--- src/rtl/ttfir_decimator.sv ---
// Integrate-and-dump decimator for the ttfir FIR output: sums R samples, scales, saturates.
// Define TTFIR_DEC_ROUND_EN for round-half-up scaling instead of floor truncation.
module ttfir_decimator #(
  parameter int BW_in  = 8,
  parameter int BW_out = 8,
  parameter int LOG2_R = 2,
  parameter int SHIFT  = 1
) (
  input  logic                     clk,
  input  logic                     rst,
  input  logic signed [BW_in-1:0]  x_in,
  input  logic                     x_valid,
  input  logic                     dec_sync,
  input  logic                     sat_clr,
  output logic signed [BW_out-1:0] y_dec,
  output logic                     y_valid,
  output logic                     sat_flag,
  output logic [LOG2_R-1:0]        phase
);

  localparam int ACC_W = BW_in + LOG2_R;
  localparam int EXT_W = ACC_W + 1;
  localparam logic [LOG2_R-1:0] LAST_PH = '1;
  localparam int Y_MAX = (1 << (BW_out - 1)) - 1;
  localparam int Y_MIN = -(1 << (BW_out - 1));

  logic signed [ACC_W-1:0]  acc_q, acc_d;
  logic [LOG2_R-1:0]        phase_q, phase_d;
  logic signed [BW_out-1:0] y_q, y_d;
  logic                     y_valid_q, y_valid_d;
  logic                     sat_q, sat_d;

  logic signed [ACC_W-1:0]  base;
  logic signed [ACC_W-1:0]  sum;
  logic [LOG2_R-1:0]        phase_eff;
  logic                     dump;
  logic signed [EXT_W-1:0]  sum_w;
  logic signed [EXT_W-1:0]  scaled;
  logic                     clip_hi, clip_lo;
  logic signed [BW_out-1:0] y_sat;

  // A frame restart behaves as if the accumulator and phase were already zero.
  assign base      = dec_sync ? '0 : acc_q;
  assign phase_eff = dec_sync ? '0 : phase_q;
  assign sum       = base + {{LOG2_R{x_in[BW_in-1]}}, x_in};
  assign dump      = x_valid && (phase_eff == LAST_PH);
  assign sum_w     = {sum[ACC_W-1], sum};

`ifdef TTFIR_DEC_ROUND_EN
  generate
    if (SHIFT > 0) begin : g_round
      localparam logic [EXT_W-1:0] HALF = EXT_W'(1) << (SHIFT - 1);
      assign scaled = (sum_w + $signed(HALF)) >>> SHIFT;
    end else begin : g_trunc
      assign scaled = sum_w;
    end
  endgenerate
`else
  assign scaled = sum_w >>> SHIFT;
`endif

  assign clip_hi = scaled > Y_MAX;
  assign clip_lo = scaled < Y_MIN;
  assign y_sat   = clip_hi ? BW_out'(Y_MAX) :
                   clip_lo ? BW_out'(Y_MIN) : BW_out'(scaled);

  always_comb begin
    acc_d     = acc_q;
    phase_d   = phase_q;
    y_d       = y_q;
    y_valid_d = 1'b0;
    sat_d     = sat_q & ~sat_clr;
    if (x_valid) begin
      if (dump) begin
        acc_d     = '0;
        phase_d   = '0;
        y_d       = y_sat;
        y_valid_d = 1'b1;
        if (clip_hi || clip_lo) sat_d = 1'b1;
      end else begin
        acc_d   = sum;
        phase_d = phase_eff + LOG2_R'(1);
      end
    end else if (dec_sync) begin
      acc_d   = '0;
      phase_d = '0;
    end
  end

  always_ff @(posedge clk) begin
    if (rst) begin
      acc_q     <= '0;
      phase_q   <= '0;
      y_q       <= '0;
      y_valid_q <= 1'b0;
      sat_q     <= 1'b0;
    end else begin
      acc_q     <= acc_d;
      phase_q   <= phase_d;
      y_q       <= y_d;
      y_valid_q <= y_valid_d;
      sat_q     <= sat_d;
    end
  end

  assign y_dec    = y_q;
  assign y_valid  = y_valid_q;
  assign sat_flag = sat_q;
  assign phase    = phase_q;

endmodule

--- config.mk ---
export PLATFORM = sky130hd
export DESIGN_NAME = ttfir_decimator
export DESIGN_NICKNAME = d
export VERILOG_FILES = /design/src/rtl/ttfir_decimator.sv
export SDC_FILE = /design/constraint.sdc
export NUM_CORES = 1
export LEC_CHECK = 0
export BUFFER_PORTS_ARGS = -buffer_cell sky130_fd_sc_hd__buf_2
export CAP_MARGIN = 25
export CELL_PAD_IN_SITES_DETAIL_PLACEMENT = 1
export CELL_PAD_IN_SITES_GLOBAL_PLACEMENT = 2
export CORE_MARGIN = 1.5
export CORE_UTILIZATION = 33
export CTS_BUF_LIST = sky130_fd_sc_hd__clkbuf_16
export CTS_CLUSTER_DIAMETER = 50
export DETAILED_ROUTE_END_ITERATION = 16
export PLACE_DENSITY = 0.85
export SYNTH_ARGS = -nofsm -noshare
export SYNTH_HDL_FRONTEND = slang
export SYNTH_SLANG_ARGS = --single-unit
--- constraint.sdc ---
create_clock -name clk -period 3.1 [get_ports clk]
set_input_delay 0 -clock clk [delete_from_list [all_inputs] [get_ports clk]]
set_output_delay 0 -clock clk [all_outputs]
set_load 0.03 [all_outputs]
==> summary.txt <==
Run status
  • Status: completed

Drt
  • Final wirelength: 3.59 mm
  • Routed via count: 1219
  • Drt drc: 0
  • DR WL/cell: 15.2 microns
  • Initial DRC Count: 33
  • DR vias/cell: 5.17
  • Pre-antenna DRT Iters: 4
  • Routed Antenna Nets: 0

Placed design
  • Area after DPL: 1540 sq um
  • DP HPWL: 2.75 mm
  • Pre-CTS WS: 0.596 ns
  • PortBufs: 24
  • GP Congestion: 0.833

Setup path
  • Worst R2R Start: acc_q[0]$_SDFF_PP0_
  • Slowest cell on the critical path: fa_1
  • Stages on the worst setup path: 9
  • CP Launch Type: flip-flop
  • FF-to-FF path depth: 9
  • Crit path launch: acc_q[0]$_SDFF_PP0_
  • Crit path largest cell delay: 0.43 ns
  • Critical path arrival: 2.62 ns
  • Crit-path cells: nor2b_1, ha_1, fa_1, a211oi_1, nor3_1, mux2i_1, or2_2, a21oi_2, o32ai_1
  • Top delay family on crit path: compound AO/OA/AOI/OAI gates
  • Worst path buffer plus inverter count: 0
  • CP Max Fanout: 5
  • CP Class: reg -> reg
  • Crit path capture type: flip-flop
  • Worst Path Required: 3.22 ns

STA
  • Max Clock Freq: 401 MHz
  • Max-slew headroom: 59.2%
  • Setup ws final: 0.605 ns
  • Period minus WS final: 2.49 ns
  • Fin. Hold Viols: 0
  • Clock skew: 0.00248 ns
  • TNS Setup: 0 ns
  • Unrepaired setup endpoints after global routing: no
  • Slew @ Worst Pin: 0.609 ns
  • Period utilization: 80.5%
  • Pins Over Slew Limit: 0
  • Setup violators final: 0
  • Hold Slack: 0.0413 ns

Global route
  • First-pass GRT wire length: 6.03 mm
  • Largest net degree at the start of global routing: 27
  • Initial antenna violation count: 0
  • Vias in the first global route: 1289
  • GRT overflow: 0
  • Gr usage total: 17.4%

Synthesis
  • Synth Flop Type: dfxtp_1
  • Synth top area share: 31.0%
  • Number of flops mapped to enable cells by yosys: 0
  • Synth Area per Inst: 8.60 sq um
  • Synth area leader: dfxtp_1
  • Sequential area share after synthesis: 31.0%
  • Post-synth cell types: 42
  • Syn Nets: 189
  • Mapped cell area: 1420 sq um
  • Flops & latches, synth: 22
  • Async S/R FF share, synth: 0%
  • Leading post-synthesis cells by cell area: dfxtp_1 31%, ha_1 8.8%, nor2_1 8.2%, nor2b_1 5.7%, a22oi_1 4.2%
  • Post-synthesis cell count: 165
  • Yosys warns: 0

Layout
  • Layout area overhead: 16.0%
  • Antenna diodes: 0
  • Commonest non-fill, non-tap cell in the layout: nor2_1
  • Nets: 211
  • Multi-input gate area: 913 sq um
  • Register area: 440 sq um
  • # fillers: 485
  • Final Cell Area: 1650 sq um
  • Layout cell share with drive strength beyond 1: 22.6%
  • Most frequent cells in the layout: 31 x nor2_1, 24 x buf_2, 22 x dfxtp_1

Clocking
  • Cts hold-fix bufs: 0
  • Number of setup buffers added after CTS: 0
  • Clock-pin slew on the worst setup and hold paths: 0.06 ns
  • # resized after CTS: 0
  • Clock sink count: 22
  • CTS tree: done
  • H-tree levels: 1
  • CTS buffer count: 3
  • Root buffer cell: clkbuf_16
  • CTS Buffer Depth: 2
  • Skew-Pair Late Insertion Delay: 0.26 ns

Pwr
  • Pleak: 0.699 nW
  • Peak supply drop: 0.179 mV
  • Pwr dens: 492 nW/um^2
  • Combinational Power Share: 18.2%
  • Power Internal: 0.608 mW
  • Clock share of power: 45.3%
  • Net Sw Frac: 24.9%
  • Switch Pwr: 0.202 mW
  • Flop pwr share: 36.6%

Die
  • Core Rows: 23
  • Initial Util: 35.0%
  • I/O pin total: 25
  • Die area: 4700 sq um
  • Chip Width: 68.6 microns
  • Core area: 4060 sq um
  • Die H: 68.6 microns

Worst hold path
  • Worst hold path stage count: 3
  • Worst hold path class: in -> reg
  • Worst min-delay path startpoint: sat_clr

Run
  • Max_cap viols: 0
-- cell families after synthesis --
family | share of synthesized area (%)
AND/OR/NAND/NOR | 25.0
AO/OA/AOI/OAI | 20.7
buffers and inverters | 4.59
flip-flops | 31.0
adder cells (fa/ha/maj) | 11.0
multiplexers | 1.50
XOR/XNOR | 6.09
-- path summary, 6_finish.rpt --
kind | endpoint | slack (ns)
hold reg to reg | y_dec[7]$_SDFFE_PP0P_ | 0.52
setup reg to reg | y_dec[2]$_SDFFE_PP0P_ | 0.61
hold / removal | sat_flag$_SDFF_PP0_ | 0.04
setup / recovery | y_dec[2]$_SDFFE_PP0P_ | 0.61
-- Yosys cell counts, types with 4 or more instances --
cell      instances
nor2_1           31
a211oi_1          4
nor2b_1          13
a21oi_1           6
nand2_1          13
dfxtp_1          22
nand3_1           4
a22oi_1           8
xnor2_1           5
ha_1             10
o32ai_1           4
-- power groups by stage --
stage	sequential [mW]	clock, mW	combinational (mW)
6_report	0.296	0.367	0.147
5_1_grt	0.297	0.386	0.165
4_1_cts	0.296	0.374	0.150
3_5_place_dp	0.303	0	0.147
3_3_place_gp	0.302	0	0.142
2_1_floorplan	0.306	0	0.109
-- routing by layer --
layer  share of wire, %  up-vias  GRT usage (%)
met3                2.7        4           2.44
met5                  0        -              0
li1                   -      625              -
met2                 51       19           31.7
met4               0.86        0           4.50
met1                 45      571           21.2
-- layout make-up --
type	count	share of cell area, %
timing repair buffer	24	7.30
clock buffer	3	4.56
tap	50	3.80
inverter	1	0.228
multi-input combinational	135	55.5
sequential	22	26.8
clock inverter	1	1.83
-- flip-flops by register name, summed over array words and instances (netlist names) --
register / count
y_valid: 1
phase: 2
y_dec: 8
acc_q: 10
sat_flag: 1
-- stage by stage --
stage / util (%) / total power [mW] / cells
finish: 40.5 / 0.810 / 236
global route: 40.5 / 0.848 / 236
CTS: 40.5 / 0.820 / 236
detailed placement: 38.0 / 0.449 / 232
global placement: 38.0 / 0.444 / 232
floorplan: - / 0.415 / 165
-- worst min-delay path, stage by stage --
cell and delay (ns):
buf_2 0.07, or3b_2 0.10, nand3_1 0.07
Note: power is estimated with default switching activity, not from simulation.
